[src/rtl/ysyx_25020037_axi_rd_arb_pkg.sv]
// Shared definitions for the IFU/LSU AXI read arbiter.
//   arb_state_e : arbiter FSM encodings (IDLE/ADDR/DATA)
//   ARB_IFU/LSU : requester indices used as the grant value
//   *_W         : fixed AXI field widths
package ysyx_25020037_axi_rd_arb_pkg;

  typedef enum logic [1:0] {
    ARB_IDLE = 2'd0,
    ARB_ADDR = 2'd1,
    ARB_DATA = 2'd2
  } arb_state_e;

  localparam logic ARB_IFU = 1'b0;
  localparam logic ARB_LSU = 1'b1;

  localparam int unsigned LEN_W   = 8;
  localparam int unsigned SIZE_W  = 3;
  localparam int unsigned BURST_W = 2;
  localparam int unsigned RESP_W  = 2;

endpackage

[src/rtl/ysyx_25020037_rr_pick2.sv]
// Combinational 2-way round-robin pick.
//   req  : request vector, bit N = requester N
//   last : requester granted most recently
//   gnt  : chosen requester (only meaningful when |req)
module ysyx_25020037_rr_pick2
  import ysyx_25020037_axi_rd_arb_pkg::*;
(
  input  logic [1:0] req,
  input  logic       last,
  output logic       gnt
);

  // On a tie the requester that did not go last wins; otherwise the lone requester.
  assign gnt = (req == 2'b11) ? ~last : (req[1] ? ARB_LSU : ARB_IFU);

endmodule

[src/rtl/ysyx_25020037_axi_rd_arb.sv]
// Two-requester AXI4 read-channel arbiter sharing one read master port
// between the IFU (m0) and the LSU (m1). One burst outstanding at a time;
// the grant is held from AR accept until the rlast beat; round-robin fairness.
// Ports:
//   clk, rst          : clock, synchronous active-high reset
//   mN_ar*            : requester N read address channel
//   mN_r*             : requester N read data channel (data fields shared)
//   s_ar*, s_r*       : slave-side read address / data channels
//   busy              : arbiter not idle
//   proto_err         : sticky protocol violation flag, cleared only by rst
module ysyx_25020037_axi_rd_arb
  import ysyx_25020037_axi_rd_arb_pkg::*;
#(
  parameter int unsigned ADDR_W = 32,
  parameter int unsigned DATA_W = 32,
  parameter int unsigned ID_W   = 4
) (
  input  logic               clk,
  input  logic               rst,
  // requester 0 (IFU)
  input  logic               m0_arvalid,
  output logic               m0_arready,
  input  logic [ADDR_W-1:0]  m0_araddr,
  input  logic [ID_W-1:0]    m0_arid,
  input  logic [LEN_W-1:0]   m0_arlen,
  input  logic [SIZE_W-1:0]  m0_arsize,
  input  logic [BURST_W-1:0] m0_arburst,
  output logic               m0_rvalid,
  input  logic               m0_rready,
  output logic [DATA_W-1:0]  m0_rdata,
  output logic [RESP_W-1:0]  m0_rresp,
  output logic               m0_rlast,
  output logic [ID_W-1:0]    m0_rid,
  // requester 1 (LSU)
  input  logic               m1_arvalid,
  output logic               m1_arready,
  input  logic [ADDR_W-1:0]  m1_araddr,
  input  logic [ID_W-1:0]    m1_arid,
  input  logic [LEN_W-1:0]   m1_arlen,
  input  logic [SIZE_W-1:0]  m1_arsize,
  input  logic [BURST_W-1:0] m1_arburst,
  output logic               m1_rvalid,
  input  logic               m1_rready,
  output logic [DATA_W-1:0]  m1_rdata,
  output logic [RESP_W-1:0]  m1_rresp,
  output logic               m1_rlast,
  output logic [ID_W-1:0]    m1_rid,
  // slave port
  output logic               s_arvalid,
  input  logic               s_arready,
  output logic [ADDR_W-1:0]  s_araddr,
  output logic [ID_W-1:0]    s_arid,
  output logic [LEN_W-1:0]   s_arlen,
  output logic [SIZE_W-1:0]  s_arsize,
  output logic [BURST_W-1:0] s_arburst,
  input  logic               s_rvalid,
  output logic               s_rready,
  input  logic [DATA_W-1:0]  s_rdata,
  input  logic [RESP_W-1:0]  s_rresp,
  input  logic               s_rlast,
  input  logic [ID_W-1:0]    s_rid,
  // status
  output logic               busy,
  output logic               proto_err
);

  arb_state_e        state;
  logic              gnt;
  logic              last_gnt;
  logic [LEN_W-1:0]  beat_cnt;
  logic [LEN_W-1:0]  len_q;
  logic [ID_W-1:0]   id_q;

  logic              pick;
  logic              in_addr;
  logic              in_data;
  logic              r_hs;

  // Granted requester's AR fields
  logic               g_arvalid;
  logic [ADDR_W-1:0]  g_araddr;
  logic [ID_W-1:0]    g_arid;
  logic [LEN_W-1:0]   g_arlen;
  logic [SIZE_W-1:0]  g_arsize;
  logic [BURST_W-1:0] g_arburst;
  logic               g_rready;

  ysyx_25020037_rr_pick2 u_pick (
    .req  ({m1_arvalid, m0_arvalid}),
    .last (last_gnt),
    .gnt  (pick)
  );

  assign in_addr = (state == ARB_ADDR);
  assign in_data = (state == ARB_DATA);

  // Request mux
  assign g_arvalid = (gnt == ARB_LSU) ? m1_arvalid : m0_arvalid;
  assign g_araddr  = (gnt == ARB_LSU) ? m1_araddr  : m0_araddr;
  assign g_arid    = (gnt == ARB_LSU) ? m1_arid    : m0_arid;
  assign g_arlen   = (gnt == ARB_LSU) ? m1_arlen   : m0_arlen;
  assign g_arsize  = (gnt == ARB_LSU) ? m1_arsize  : m0_arsize;
  assign g_arburst = (gnt == ARB_LSU) ? m1_arburst : m0_arburst;
  assign g_rready  = (gnt == ARB_LSU) ? m1_rready  : m0_rready;

  // Slave AR channel: only driven while in ADDR
  assign s_arvalid = in_addr & g_arvalid;
  assign s_araddr  = in_addr ? g_araddr  : '0;
  assign s_arid    = in_addr ? g_arid    : '0;
  assign s_arlen   = in_addr ? g_arlen   : '0;
  assign s_arsize  = in_addr ? g_arsize  : '0;
  assign s_arburst = in_addr ? g_arburst : '0;

  // Handshake signals steered to the granted requester only
  assign m0_arready = in_addr & (gnt == ARB_IFU) & s_arready;
  assign m1_arready = in_addr & (gnt == ARB_LSU) & s_arready;
  assign m0_rvalid  = in_data & (gnt == ARB_IFU) & s_rvalid;
  assign m1_rvalid  = in_data & (gnt == ARB_LSU) & s_rvalid;
  assign s_rready   = in_data & g_rready;
  assign r_hs       = in_data & s_rvalid & g_rready;

  // Read payload is shared; rvalid qualifies it
  assign m0_rdata = s_rdata;
  assign m0_rresp = s_rresp;
  assign m0_rlast = s_rlast;
  assign m0_rid   = s_rid;
  assign m1_rdata = s_rdata;
  assign m1_rresp = s_rresp;
  assign m1_rlast = s_rlast;
  assign m1_rid   = s_rid;

  assign busy = (state != ARB_IDLE);

  // Arbiter FSM with beat checker
  always_ff @(posedge clk) begin
    if (rst) begin
      state     <= ARB_IDLE;
      gnt       <= ARB_IFU;
      last_gnt  <= ARB_LSU;
      beat_cnt  <= '0;
      len_q     <= '0;
      id_q      <= '0;
      proto_err <= 1'b0;
    end else begin
      case (state)
        ARB_IDLE: begin
          if (m0_arvalid || m1_arvalid) begin
            gnt   <= pick;
            state <= ARB_ADDR;
          end
        end
        ARB_ADDR: begin
          // Withdrawing arvalid before accept is illegal; drop the grant
          if (!g_arvalid) begin
            proto_err <= 1'b1;
            state     <= ARB_IDLE;
          end else if (s_arready) begin
            len_q    <= g_arlen;
            id_q     <= g_arid;
            beat_cnt <= '0;
            state    <= ARB_DATA;
          end
        end
        ARB_DATA: begin
          if (r_hs) begin
            beat_cnt <= beat_cnt + LEN_W'(1);
            // rlast must coincide exactly with the final counted beat
            if ((s_rid != id_q) || (s_rlast != (beat_cnt == len_q)))
              proto_err <= 1'b1;
            if (s_rlast) begin
              last_gnt <= gnt;
              state    <= ARB_IDLE;
            end
          end
        end
        default: state <= ARB_IDLE;
      endcase
    end
  end

endmodule

[config.mk]
export PLATFORM = sky130hd
export DESIGN_NAME = ysyx_25020037_axi_rd_arb
export DESIGN_NICKNAME = d
export VERILOG_FILES = /design/src/rtl/ysyx_25020037_axi_rd_arb_pkg.sv /design/src/rtl/ysyx_25020037_rr_pick2.sv /design/src/rtl/ysyx_25020037_axi_rd_arb.sv
export SDC_FILE = /design/constraint.sdc
export NUM_CORES = 1
export LEC_CHECK = 0
export CAP_MARGIN = 40
export CORE_AREA = 2 2 108 110
export CTS_BUF_LIST = sky130_fd_sc_hd__clkbuf_8
export CTS_CLUSTER_DIAMETER = 120
export DETAILED_ROUTE_END_ITERATION = 8
export DIE_AREA = 0 0 110 112
export PLACE_DENSITY = 0.69
export SLEW_MARGIN = 20
export SYNTH_ARGS = -nofsm -noshare
export SYNTH_HDL_FRONTEND = slang
export SYNTH_SLANG_ARGS = --single-unit
[constraint.sdc]
create_clock -name clk -period 1.75 [get_ports clk]
set_clock_uncertainty 0.1 [all_clocks]
set_input_delay 0.35 -clock clk [delete_from_list [all_inputs] [get_ports clk]]
set_output_delay 0.35 -clock clk [all_outputs]
set_load 0.01 [all_outputs]
==> out/results.ini <==
[hold_path]
hp-class=reg -> reg
hp-start=last_gnt

[placed_design]
io_buffers=177
dp_hpwl_um=7000
place.gp.congestion=0.884

[global_route]
grt_pass1_wl_um=15000
grt_max_degree=20
antenna_found_initial=0
grt_use_total_pct=15.5
grt_pass1_vias=3044
gr-total-overflow=0

[yosys]
synth_nets=473
async_flop_share_pct=0
synth_cell_types=37
ys_seq_area_share_pct=19.9
syn_inst=327
synth_edf_count=0
yosys.area.top_type=buf_4
ys_dominant_reg_cell=dfxtp_1
syn_area_um2=2510
yosysTopAreaCellShare_pct=23.6
ys_top_cells_by_area=buf_4 24%, dfxtp_1 20%, mux2i_1 20%, nor2_1 10%, a211oi_1 3.6%
syn_avg_cell_area_um2=7.69
ys_seq_elements=25
yosys_warnings=0

[route]
avgRoutedWirePerCell_um=15.5
routed_wl_um=10200
wl_met3_um=554
first_iter_violations=69
dr.max_layer_used=met4
firstDrtPassIters=4
drt-met1-wl_um=3710
drc_errors=0
vias_per_cell=4.40
met2_length_um=5770
antenna_left=0
num_vias=2900

[floorplanning]
initial_utilization_pct=22.5
core_um2=11200
design.die.area_um2=12300
fp.dieH_um=112
row_count=39
die_w_um=110
ios=280

[clocking]
clockBufferDepth=2
cts.clk_slew.worst_paths_ns=0.08
clockRootBuffer=clkbuf_8
htree_levels=1
insertion_delay_ns=0.27
numCtsBuffers=3
ctsHoldBuffers=0
cts_sinks=25
cts_tree=yes

[power_and_ir_drop]
clkPwrFrac_pct=14.8
powerDensity_nw_per_um2=440
finalPower_mw=2.27
max-vdd-ir-drop_mv=0.249
p_int_mw=1.55
p_comb_share_pct=57.8
p_seq_share_pct=27.4
switching_power_uw=717
p_leak_nw=2.13
switching_share_pct=31.6

[finish]
drive_gt1_share_pct=45.3
num-nets-final=663
fillCellCount=1042
syn_to_final_growth_pct=105
n_antenna_cell=0

[worst_setup_path]
worstPathMaxFanout=7
criticalPathCategory=reg -> out
end_kind=output pin
crit_chain=buf_8, buf_12, buf_8, buf_6, mux2i_1, nor2_1, buf_2
cpMostUsedCell=buf_8
critPathRequiredTime_ns=1.30
crit_path_start=gnt
timing.rr.start=gnt
cp_top_family=buffers and inverters
crit_slowest_cell=dfxtp_4
crit_path_start_kind=register
cp.arrival_ns=1.51
crit_buf_inv=5
slowest_delay_ns=0.36

[timing]
worstMarginPinSlew_ns=0.325
hold_viol_final=0
rsz0062_at_grt=true
max_slew_margin_pct=78.3
layout_min_cycle_time_ns=1.96
fin_ws_ns=-0.206
drv_slew=0
setup_viol=71
finalCritPeriodShare_pct=112
fmax_ghz=0.511
worst_hold_slack_ns=0.402

[status]
status=finished with violations
violations=negative setup slack

[run]
maxCapViolCount=0

[cells in the final DEF, fill, tap and decap left out, types with 3 or more instances in the layout]
master and count:
nor2_1 56, clkbuf_8 3, buf_8 5, a21oi_2 6
mux2i_2 5, dfxtp_1 22, nor2_4 9, a211oi_2 12
nand4_1 3, dlygate4sd2_1 11, buf_2 50, buf_12 9
xnor2_1 9, buf_6 34, inv_1 3, clkdlybuf4s50_1 110
nand2_1 5, buf_16 5, nor2_2 6, mux2i_1 32
nand3_1 5, and2_4 3, mux2i_4 13, buf_4 56
o21ai_0 3, xor2_1 3
[flip-flops by register name, summed over array words and instances, names as in the netlist]
signal     cells
state          2
last_gnt       1
len_q          8
beat_cnt       8
proto_err      1
id_q           4
gnt            1
[worst paths after layout]
check,to,slack [ns],cells after the start
max,s_araddr[27],-0.21,7
min,last_gnt,0.40,1
max reg2reg,beat_cnt[2],-0.11,8
min reg2reg,last_gnt,0.40,1
[synthesized netlist by cell type (all sizes together) (2+ instances only)]
master	instances
a211oi	12
nor2b	2
xnor2	9
or2	2
or4	3
o21ai	4
nand3b	2
or3	4
dfxtp	25
buf	87
clkbuf	9
o31ai	3
nor2	71
nand2b	2
nand3	5
a21oi	8
and2	3
mux2i	50
nand4	3
xor2	4
inv	3
nand2	5
[power by group through the flow]
stage          clock network, mW  registers (mW)  logic (mW)
2_1_floorplan                  0           0.622       0.539
3_3_place_gp                   0           0.634       0.991
3_5_place_dp                   0           0.634        1.01
4_1_cts                    0.343           0.616        1.21
5_1_grt                    0.364           0.623        1.39
6_report                   0.336           0.621        1.31
[layer usage]
layer	up-vias	track usage (%)
met2	111	30.6
met3	27	1.35
met1	1355	16.5
li1	1407	-
met5	-	0
met4	0	5.15
[through the flow]
| step | instance area, um2 | instances | setup WS, ns | TNS [ns] | utilization, % |
|---|---|---|---|---|---|
| 2_1_floorplan | 2510 | 327 | 0.0815 | 0 | - |
| 3_3_place_gp | 4220 | 600 | -0.367 | -19.30 | 37.7 |
| 3_5_place_dp | 4220 | 600 | -0.412 | -21.12 | 37.7 |
| 4_1_cts | 4810 | 652 | -0.172 | -5.61 | 43.1 |
| 5_1_grt | 5160 | 659 | -0.244 | -10.09 | 46.1 |
| 6_report | 5160 | 659 | -0.206 | -6.22 | 46.1 |
[cell families (layout without fill, tap and decap cells)]
kind of cell	after synthesis	after routing	synth area share, %
fa+ha+maj	1	1	0.498
mux	51	51	20.5
xor+xnor	13	13	4.53
buf+inv	99	288	26.7
flops	25	25	19.9
simple gates	105	105	18.7
compound gates	33	33	9.11
[layout make-up]
cell class,instances,area (um2),area share (%)
Timing Repair Buffer,281,2650,51.4
Multi-Input combinational cell,203,1760,34.1
Sequential cell,25,507,9.83
Tap cell,143,179,3.47
Clock buffer,3,41.3,0.801
Inverter,3,18.8,0.364
Clock inverter,1,3.75,0.0728
[timing repair]
item	CTS	global route
setup buffers	43	10
pin swaps	26	35
cloned	5	0
endpoints found under the setup margin	86	78
gates resized for setup	313	74
Power figures use the tool's default switching activity.
